$ cat src/rtl/reset_sequencer_if.sv
// Interface bundling the software request and the sequenced reset outputs
// of reset_sequencer. The slave modport is the sequencer itself; the master
// modport is whatever drives sw_req_i and observes the per-domain resets.
interface reset_sequencer_if #(
    parameter int N_DOMAIN = 4
);
    logic                sw_req_i;
    logic [N_DOMAIN-1:0] rst_n_o;
    logic                done_o;

    modport master (
        output sw_req_i,
        input  rst_n_o,
        input  done_o
    );

    modport slave (
        input  sw_req_i,
        output rst_n_o,
        output done_o
    );
endinterface

$ cat src/rtl/reset_sequencer.sv
// reset_sequencer: synchronises the board reset rst_i into the clk domain and
// releases N_DOMAIN active-low reset outputs in order (bit 0 first), with a
// hold time after synchronisation and a gap between domains. A software
// request re-runs the sequence without touching rst_i.
// Optional build macro RESET_SEQ_ORDERED_ASSERT_EN: a software request taken
// in RUN asserts the domains in reverse order, one per gap, before re-holding.
module reset_sequencer #(
    parameter int SYNC_STAGE  = 3,
    parameter int N_DOMAIN    = 4,
    parameter int HOLD_CYCLES = 16,
    parameter int GAP_CYCLES  = 4
) (
    input  logic               clk,
    input  logic               rst_i,
    reset_sequencer_if.slave   bus
);
    localparam int MAX_CNT = (HOLD_CYCLES > GAP_CYCLES) ? HOLD_CYCLES : GAP_CYCLES;
    localparam int CW      = $clog2(MAX_CNT + 1);
    localparam int IW      = (N_DOMAIN > 1) ? $clog2(N_DOMAIN) : 1;
    // The SYNC->HOLD transition of the state register acts as the final
    // synchroniser stage, so the explicit chain is one flop shorter.
    localparam int CHAIN   = SYNC_STAGE - 1;

    localparam logic [CW-1:0]       CNT_SAT   = '1;
    localparam logic [CW-1:0]       HOLD_LAST = CW'(HOLD_CYCLES - 1);
    localparam logic [CW-1:0]       GAP_LAST  = CW'(GAP_CYCLES - 1);
    localparam logic [IW-1:0]       LAST_IDX  = IW'(N_DOMAIN - 1);
    localparam logic [N_DOMAIN-1:0] ONE       = N_DOMAIN'(1);

`ifdef RESET_SEQ_ORDERED_ASSERT_EN
    typedef enum logic [2:0] {ST_SYNC, ST_HOLD, ST_RELEASE, ST_RUN, ST_ASSERT} state_t;
`else
    typedef enum logic [1:0] {ST_SYNC, ST_HOLD, ST_RELEASE, ST_RUN} state_t;
`endif

    state_t              state_q, state_d;
    logic [CHAIN-1:0]    sync_q;
    logic [CW-1:0]       cnt_q, cnt_d, cnt_inc;
    logic [IW-1:0]       idx_q, idx_d, nxt_idx;
    logic [N_DOMAIN-1:0] rst_n_q, rst_n_d;
    logic                done_q, done_d;
`ifdef RESET_SEQ_ORDERED_ASSERT_EN
    logic [IW-1:0]       prv_idx;
`endif

    // Shift 1s into the synchroniser chain; cleared asynchronously by rst_i.
    always_ff @(posedge clk or negedge rst_i) begin
        if (!rst_i) sync_q <= '0;
        else        sync_q <= (sync_q << 1) | CHAIN'(1);
    end

    // Register FSM state, counters and the (registered) outputs.
    always_ff @(posedge clk or negedge rst_i) begin
        if (!rst_i) begin
            state_q <= ST_SYNC;
            cnt_q   <= '0;
            idx_q   <= '0;
            rst_n_q <= '0;
            done_q  <= 1'b0;
        end else begin
            state_q <= state_d;
            cnt_q   <= cnt_d;
            idx_q   <= idx_d;
            rst_n_q <= rst_n_d;
            done_q  <= done_d;
        end
    end

    // Next-state logic: hold, release one domain per gap, restart on request.
    always_comb begin
        state_d = state_q;
        cnt_d   = cnt_q;
        idx_d   = idx_q;
        rst_n_d = rst_n_q;
        done_d  = done_q;
        nxt_idx = idx_q + 1'b1;
`ifdef RESET_SEQ_ORDERED_ASSERT_EN
        prv_idx = idx_q - 1'b1;
`endif
        cnt_inc = (cnt_q == CNT_SAT) ? cnt_q : cnt_q + 1'b1;

        case (state_q)
            ST_SYNC: begin
                rst_n_d = '0;
                done_d  = 1'b0;
                if (sync_q[CHAIN-1]) begin
                    state_d = ST_HOLD;
                    cnt_d   = '0;
                end
            end
            ST_HOLD: begin
                if (bus.sw_req_i) begin
                    cnt_d   = '0;
                    rst_n_d = '0;
                    done_d  = 1'b0;
                end else if (cnt_q == HOLD_LAST) begin
                    rst_n_d = rst_n_q | ONE;
                    idx_d   = '0;
                    cnt_d   = '0;
                    if (N_DOMAIN == 1) begin
                        state_d = ST_RUN;
                        done_d  = 1'b1;
                    end else begin
                        state_d = ST_RELEASE;
                    end
                end else begin
                    cnt_d = cnt_inc;
                end
            end
            ST_RELEASE: begin
                if (bus.sw_req_i) begin
                    state_d = ST_HOLD;
                    cnt_d   = '0;
                    rst_n_d = '0;
                    done_d  = 1'b0;
                end else if (cnt_q == GAP_LAST) begin
                    rst_n_d = rst_n_q | (ONE << nxt_idx);
                    idx_d   = nxt_idx;
                    cnt_d   = '0;
                    if (nxt_idx == LAST_IDX) begin
                        state_d = ST_RUN;
                        done_d  = 1'b1;
                    end
                end else begin
                    cnt_d = cnt_inc;
                end
            end
            ST_RUN: begin
                if (bus.sw_req_i) begin
                    cnt_d  = '0;
                    done_d = 1'b0;
`ifdef RESET_SEQ_ORDERED_ASSERT_EN
                    rst_n_d = rst_n_q & ~(ONE << LAST_IDX);
                    idx_d   = LAST_IDX;
                    state_d = (N_DOMAIN == 1) ? ST_HOLD : ST_ASSERT;
`else
                    rst_n_d = '0;
                    state_d = ST_HOLD;
`endif
                end
            end
`ifdef RESET_SEQ_ORDERED_ASSERT_EN
            ST_ASSERT: begin
                if (cnt_q == GAP_LAST) begin
                    rst_n_d = rst_n_q & ~(ONE << prv_idx);
                    idx_d   = prv_idx;
                    cnt_d   = '0;
                    if (idx_q == IW'(1)) state_d = ST_HOLD;
                end else begin
                    cnt_d = cnt_inc;
                end
            end
`endif
            default: begin
                state_d = ST_SYNC;
                cnt_d   = '0;
                rst_n_d = '0;
                done_d  = 1'b0;
            end
        endcase
    end

    assign bus.rst_n_o = rst_n_q;
    assign bus.done_o  = done_q;
endmodule

$ cat src/flat_wrapper.sv
// flat-port wrapper written by rule: the top's interface ports become plain ports
module reset_sequencer_flat 
#(
    parameter int SYNC_STAGE  = 3,
    parameter int N_DOMAIN    = 4,
    parameter int HOLD_CYCLES = 16,
    parameter int GAP_CYCLES  = 4
)
  (clk, rst_i, bus_sw_req_i, bus_rst_n_o, bus_done_o);
  reset_sequencer_if #(.N_DOMAIN(N_DOMAIN)) bus_i ();
  input  logic clk;
  input  logic rst_i;
  input wire logic [$bits(bus_i.sw_req_i)-1:0] bus_sw_req_i;
  output wire logic [$bits(bus_i.rst_n_o)-1:0] bus_rst_n_o;
  output wire logic [$bits(bus_i.done_o)-1:0] bus_done_o;
  assign bus_i.sw_req_i = bus_sw_req_i;
  assign bus_rst_n_o = bus_i.rst_n_o;
  assign bus_done_o = bus_i.done_o;
  reset_sequencer #(.SYNC_STAGE(SYNC_STAGE), .N_DOMAIN(N_DOMAIN), .HOLD_CYCLES(HOLD_CYCLES), .GAP_CYCLES(GAP_CYCLES)) u_core (.clk(clk), .rst_i(rst_i), .bus(bus_i));
endmodule
$ cat config.mk
export PLATFORM = sky130hd
export DESIGN_NAME = reset_sequencer_flat
export DESIGN_NICKNAME = d
export VERILOG_FILES = /design/src/rtl/reset_sequencer_if.sv /design/src/rtl/reset_sequencer.sv /design/src/flat_wrapper.sv
export SDC_FILE = /design/constraint.sdc
export NUM_CORES = 1
export LEC_CHECK = 0
export ABC_AREA = 1
export BUFFER_PORTS_ARGS = -buffer_cell sky130_fd_sc_hd__buf_2
export CORE_MARGIN = 8
export CORE_UTILIZATION = 35
export CTS_CLUSTER_SIZE = 12
export DETAILED_ROUTE_END_ITERATION = 7
export PLACE_DENSITY = 0.58
export SYNTH_ARGS = -nofsm -noshare
export SYNTH_HDL_FRONTEND = slang
export SYNTH_SLANG_ARGS = --single-unit
$ cat constraint.sdc
create_clock -name clk -period 3.06 [get_ports clk]
set_clock_uncertainty 0.05 [all_clocks]
set_input_delay 0.153 -clock clk [delete_from_list [all_inputs] [get_ports clk]]
set_output_delay 0.153 -clock clk [all_outputs]
set_load 0.02 [all_outputs]
# Yosys cells after proc, flatten, opt, wreduce, memory -nomap -nowiden
# Index checks and enable logic that the tools add are counted.
dict set report word_totals {
  out_inout_bits 5
  input_bits 3
  register_bits 16
}
dict set report op_classes {
  mux 32
  n_eq_ne 18
  n_reduce_logical 9
  shifts 1
  bitwise 1
  addsub 2
}
# operator count
set ops {}
lappend ops {{two-way mux 5 bit} 7}
lappend ops {{two-way mux 2 bit} 11}
lappend ops {{case mux 5 bit (4 select lines)} 1}
lappend ops {{two-way mux 4 bit} 4}
lappend ops {{case mux 4 bit (4 select lines)} 1}
lappend ops {{!= test 3 x 2 -> 1 bit, second input constant} 3}
lappend ops {{AND reduction 3 bit} 3}
lappend ops {{!= test 2 x 1 -> 1 bit, second input constant} 4}
lappend ops {{!= test 2 bit, second input constant} 4}
lappend ops {{case mux 2 bit (4 select lines)} 1}
lappend ops {{== test 2 bit, second input constant} 3}
lappend ops {{AND reduction 6 bit} 1}
lappend ops {{adder 5 x 1 -> 5 bit, second input constant} 1}
lappend ops {{== test 5 x 2 -> 1 bit, second input constant} 1}
lappend ops {{== test 5 x 4 -> 1 bit, second input constant} 1}
lappend ops {{== test 5 bit, second input constant} 1}
lappend ops {{two-way mux 1 bit} 5}
lappend ops {{AND reduction 5 bit} 1}
lappend ops {{bitwise OR 4 bit} 1}
lappend ops {{case mux 2 bit (2 select lines)} 1}
lappend ops {{left shift 1 x 2 -> 4 bit, first input constant} 1}
lappend ops {{case mux 1 bit (3 select lines)} 1}
lappend ops {{adder 2 x 1 -> 2 bit, second input constant} 1}
lappend ops {{== test 2 x 1 -> 1 bit, second input constant} 1}
lappend ops {{4 further kinds} 4}

# Depth between registers and ports, before layout
dict set report depth {
  word_depth 6
  ltp_mapped 10
  mapped_depth_nobuf 10
}

# Worst setup path before layout
# OpenSTA, ideal clock, no wires.
dict set report synth_timing {
  kind {register -> register}
  start {reg u_core.state_q[1]}
  end {reg u_core.cnt_q[3]}
  slack_ps 1721
  required_time_ps 2948
  stages_incl_launch_ff 11
  arrival_ps 1227
  setup_ps 62
  path_cell_list {dfrtp_1 > inv_1 > ha_1 > inv_1 > nor2_1 > nand2_1 > nand2_2 > nand2_2 > nand2_1 > nand2_1 > inv_1}
}
dict set report synth_between {
  elab_chain_cells 3
  elab_cells_between_ends 8
  cone_classes {eq/ne (5); mux (1); reduce/logical (2)}
}
# item line
set synth_rtl {}
lappend synth_rtl {{start: declaration} reset_sequencer.sv:36} ;# state_t state_q, state_d;
lappend synth_rtl {{start signal: assignment} reset_sequencer.sv:61} ;# state_q <= state_d;
lappend synth_rtl {{== test 2 bit or zero test 2 bit (tied branches)} reset_sequencer.sv:82} ;# case (state_q)
lappend synth_rtl {{!= test 2 bit (no source line) or != test 2 x 1 -> 1 bit (tied branches)} -}
lappend synth_rtl {{AND reduction 2 bit (no source line)} -}
lappend synth_rtl {{end signal: assignment} reset_sequencer.sv:62} ;# cnt_q <= cnt_d;
lappend synth_rtl {{end: declaration} reset_sequencer.sv:38} ;# logic [CW-1:0] cnt_q, cnt_d, cnt_inc;
# Several ways; a longest one is shown, not always the timed one.
# A chain may end at the register's enable or synchronous reset.

# Final worst setup path
# Ends and elaborated chain as after synthesis.

==> reports/qor_table.md <==
| Item | Value | Unit |
| --- | --- | --- |
| Clock Sink Count | 16 | - |
| Fill cell total of the finished layout | 311 | - |
| Most used cells in the layout excluding fill and tap cells | nand2_1 (44), inv_1 (21), dfrtp_1 (16), ha_1 (11) | - |
| Number of buffers inserted to repair setup after CTS | 0 | - |
| Startpoint of the most critical register-to-register path | u_core.state_q[1] | - |
| Data required time at the worst endpoint | 3.24 | ns |
| Global-route congestion overflow total | 0 | - |
| Port bufs | 7 | - |
| Number of failing setup endpoints in the final timing report | 0 | - |
| Peak ir drop on the vdd network | 0.256 | mV |
| Synth async-reset ratio | 1.00 | - |
| Htree depth | 1 | - |
| Global Route Usage Sum | 0.0961 | - |
| Initial Util | 0.361 | - |
| Maxcap violations | 0 | - |
| Boundary Pins | 8 | - |
| Status | finished clean | - |
| Max Freq | 643 | MHz |
| Min Clock Period, post-route | 1.56 | ns |
| Total of warnings raised by yosys | 0 | - |
| Data arrival time at the worst-slack endpoint | 1.74 | ns |
| Hold Slack | 0.222 | ns |
| Average size of a mapped cell | 7.40 | um2 |
| Setup slack of the worst register-to-register path | 1.50 | ns |
| Clock tree from TritonCTS | built | - |
| Endpoint of the worst-slack reg-to-reg timing path | u_core.cnt_q[3] | - |
| Hold depth | 4 | - |
| Antenna diode instance count | 0 | - |
| Die Outline Area | 5100 | um2 |
| DR pass1 iterations | 4 | - |
| Synthesized instance count | 145 | - |
| Post-route DRC | 0 | - |
| Post-synth top flop | dfrtp_1 | - |
| Die Span X | 71.4 | um |
| Vias in the first global route | 947 | - |
| Multi-input logic area | 571 | um2 |
| Final period util | 0.508 | - |
| Most frequent standard cell in the layout excluding fill and tap cells | nand2_1 | - |
| Number of enable flip-flop cells after synthesis | 0 | - |
| Power Dens Cells | 650 | nW/um2 |
| Worst Hold Path EP | u_core.bus.done_o | - |
| Global-route wire length before repair | 3.95 | mm |
| Crit-path max FO | 4 | - |
| Register Area | 400 | um2 |
| Post_cts resized | 0 | - |
| Start point of the worst min-delay path | bus_sw_req_i | - |
| Number of clock buffers inserted by TritonCTS | 3 | - |
| Detail-routed via count per cell | 4.93 | - |
| Antenna viol nets, final | 0 | - |
| Number of failing hold endpoints at the final stage | 0 | - |
| Number of library cell types mapped by synthesis | 20 | - |
| Classification of the worst-slack hold path | in2reg | - |
| Mapped Area | 1070 | um2 |
| Routed WL per cell | 11.7 | um |
| Kind of start point of the critical path | flip-flop | - |
| Worst-path clk slew | 0.10 | ns |
| Layout cell share with drive strength beyond 1 | 0.148 | - |
| Root buf cell | clkbuf_4 | - |
| Reg2reg path depth | 10 | - |
| Standard-cell rows | 20 | - |
| Sequential area share after synthesis | 0.373 | - |
| Detailed placer's ending HPWL | 1.76 | mm |
| Largest net degree at the start of global routing | 17 | - |
| Floorplan Core Area | 2980 | um2 |
| Slew Limit Fails | 0 | - |
| Initial drt markers | 34 | - |
| Layout overhead on the synthesized area | 9.09 | % |
| FF+latch count, synth | 16 | - |
| Class of the most critical setup path | reg2reg | - |
| Leakage | 0.657 | nW |
| Setup TNS | 0 | ns |
| Nets@finish | 171 | - |
| Routed Wire Length | 2.20 | mm |
| RSZ-0062 raised after global routing | false | - |
| Nature of the critical path endpoint | flip-flop | - |
| Vias | 926 | - |
| Initial antenna violation count | 0 | - |
| Placer congestion estimate | 0.884 | - |
| Number of nets in the synthesized netlist | 159 | - |
| Vertical die dimension | 71.4 | um |
| Buffers from clock root to sink, at most | 2 | - |
| Clock latency of the later-clocked register in the worst-skew pair | 0.30 | ns |
==> cells in the mapped netlist, types with 2 or more instances <==
cell type / number / area [um2]
nor2_1: 8 / 30.0
nand2_4: 2 / 22.5
a21oi_1: 3 / 15.0
ha_1: 11 / 138
o21ai_0: 8 / 40.0
inv_2: 2 / 7.51
nor2_2: 2 / 12.5
nand2_2: 5 / 31.3
dfrtp_1: 16 / 400
o21ai_1: 4 / 20.0
nor3_1: 4 / 20.0
nand4_1: 3 / 18.8
nand2_1: 44 / 165
nand3_1: 7 / 35.0
inv_1: 21 / 78.8
==> logic make-up after synthesis <==
kind of cell	Yosys count	share of synthesized area
buffers and inverters	25	0.0956
AOI/OAI and AO/OA	15	0.0699
adders and majority gates	11	0.128
and+or+nand+nor	76	0.322
other	1	0.00349
DFF	16	0.373
xor gates and xnor gates	1	0.00816
==> state kept, by name, summed over array words and instances, names as in the netlist <==
register,cells
u_core.sync_q,2
u_core.bus.done_o,1
u_core.cnt_q,5
u_core.state_q,2
u_core.bus.rst_n_o,4
u_core.idx_q,2
==> critical path: stages (launching register included) <==
cell and delay, ns:
dfrtp_1 0.43, inv_1 0.11, ha_1 0.20, inv_1 0.08, nor2_1 0.20, nand2_1 0.10
nand2_2 0.08, nand2_2 0.08, nand2_1 0.07, nand2_1 0.05, inv_1 0.04
==> where the power goes <==
group          internal (mW)  switching (mW)
Sequential             0.246          0.0374
Clock                 0.0459          0.0686
Combinational          0.121           0.243
==> per-layer routing <==
metal,GRT usage,up-vias,share of wire
li1,-,470,-
met1,0.0996,436,0.46
met2,0.168,15,0.49
met3,0.0391,5,0.050
met4,0.0370,0,0.0091
met5,0,-,0
==> metrics by stage <==
stage | power (mW) | setup WS, ns | cell area [um2] | util | cells
6_report | 0.762 | 1.50 | 1170 | 0.393 | 188
5_1_grt | 0.835 | 1.34 | 1170 | 0.393 | 188
4_1_cts | 0.767 | 1.50 | 1170 | 0.393 | 188
3_5_place_dp | 0.649 | 1.53 | 1140 | 0.382 | 184
3_3_place_gp | 0.640 | 1.53 | 1140 | 0.382 | 184
2_1_floorplan | 0.562 | 1.72 | 1070 | - | 145
==> worst max path at each step <==
stage	slack, ns	to	from	depth (start not counted)
after floorplan	1.72	u_core.cnt_q[3]	u_core.state_q[1]	10
after global placement	1.53	u_core.bus.rst_n_o[2]	u_core.state_q[1]	9
after detailed placement	1.53	u_core.cnt_q[3]	u_core.state_q[0]	10
after CTS	1.50	u_core.cnt_q[3]	u_core.state_q[0]	10
after global routing	1.34	u_core.cnt_q[3]	u_core.state_q[1]	10
final	1.50	u_core.cnt_q[3]	u_core.state_q[1]	10
==> what timing repair did <==
action,4_1_cts,5_1_grt
hold buffers,1,0
endpoints found under the setup margin,0,0
hold endpoints to repair,16,0
==> layout make-up <==
cell class / instances / area share
multi-input cells: 104 / 0.487
flip-flops and latches: 16 / 0.342
inverters: 24 / 0.0780
repair buffers: 8 / 0.0385
well taps: 33 / 0.0353
clock buffers: 3 / 0.0192
No activity file was read; power rests on OpenSTA's default activity.
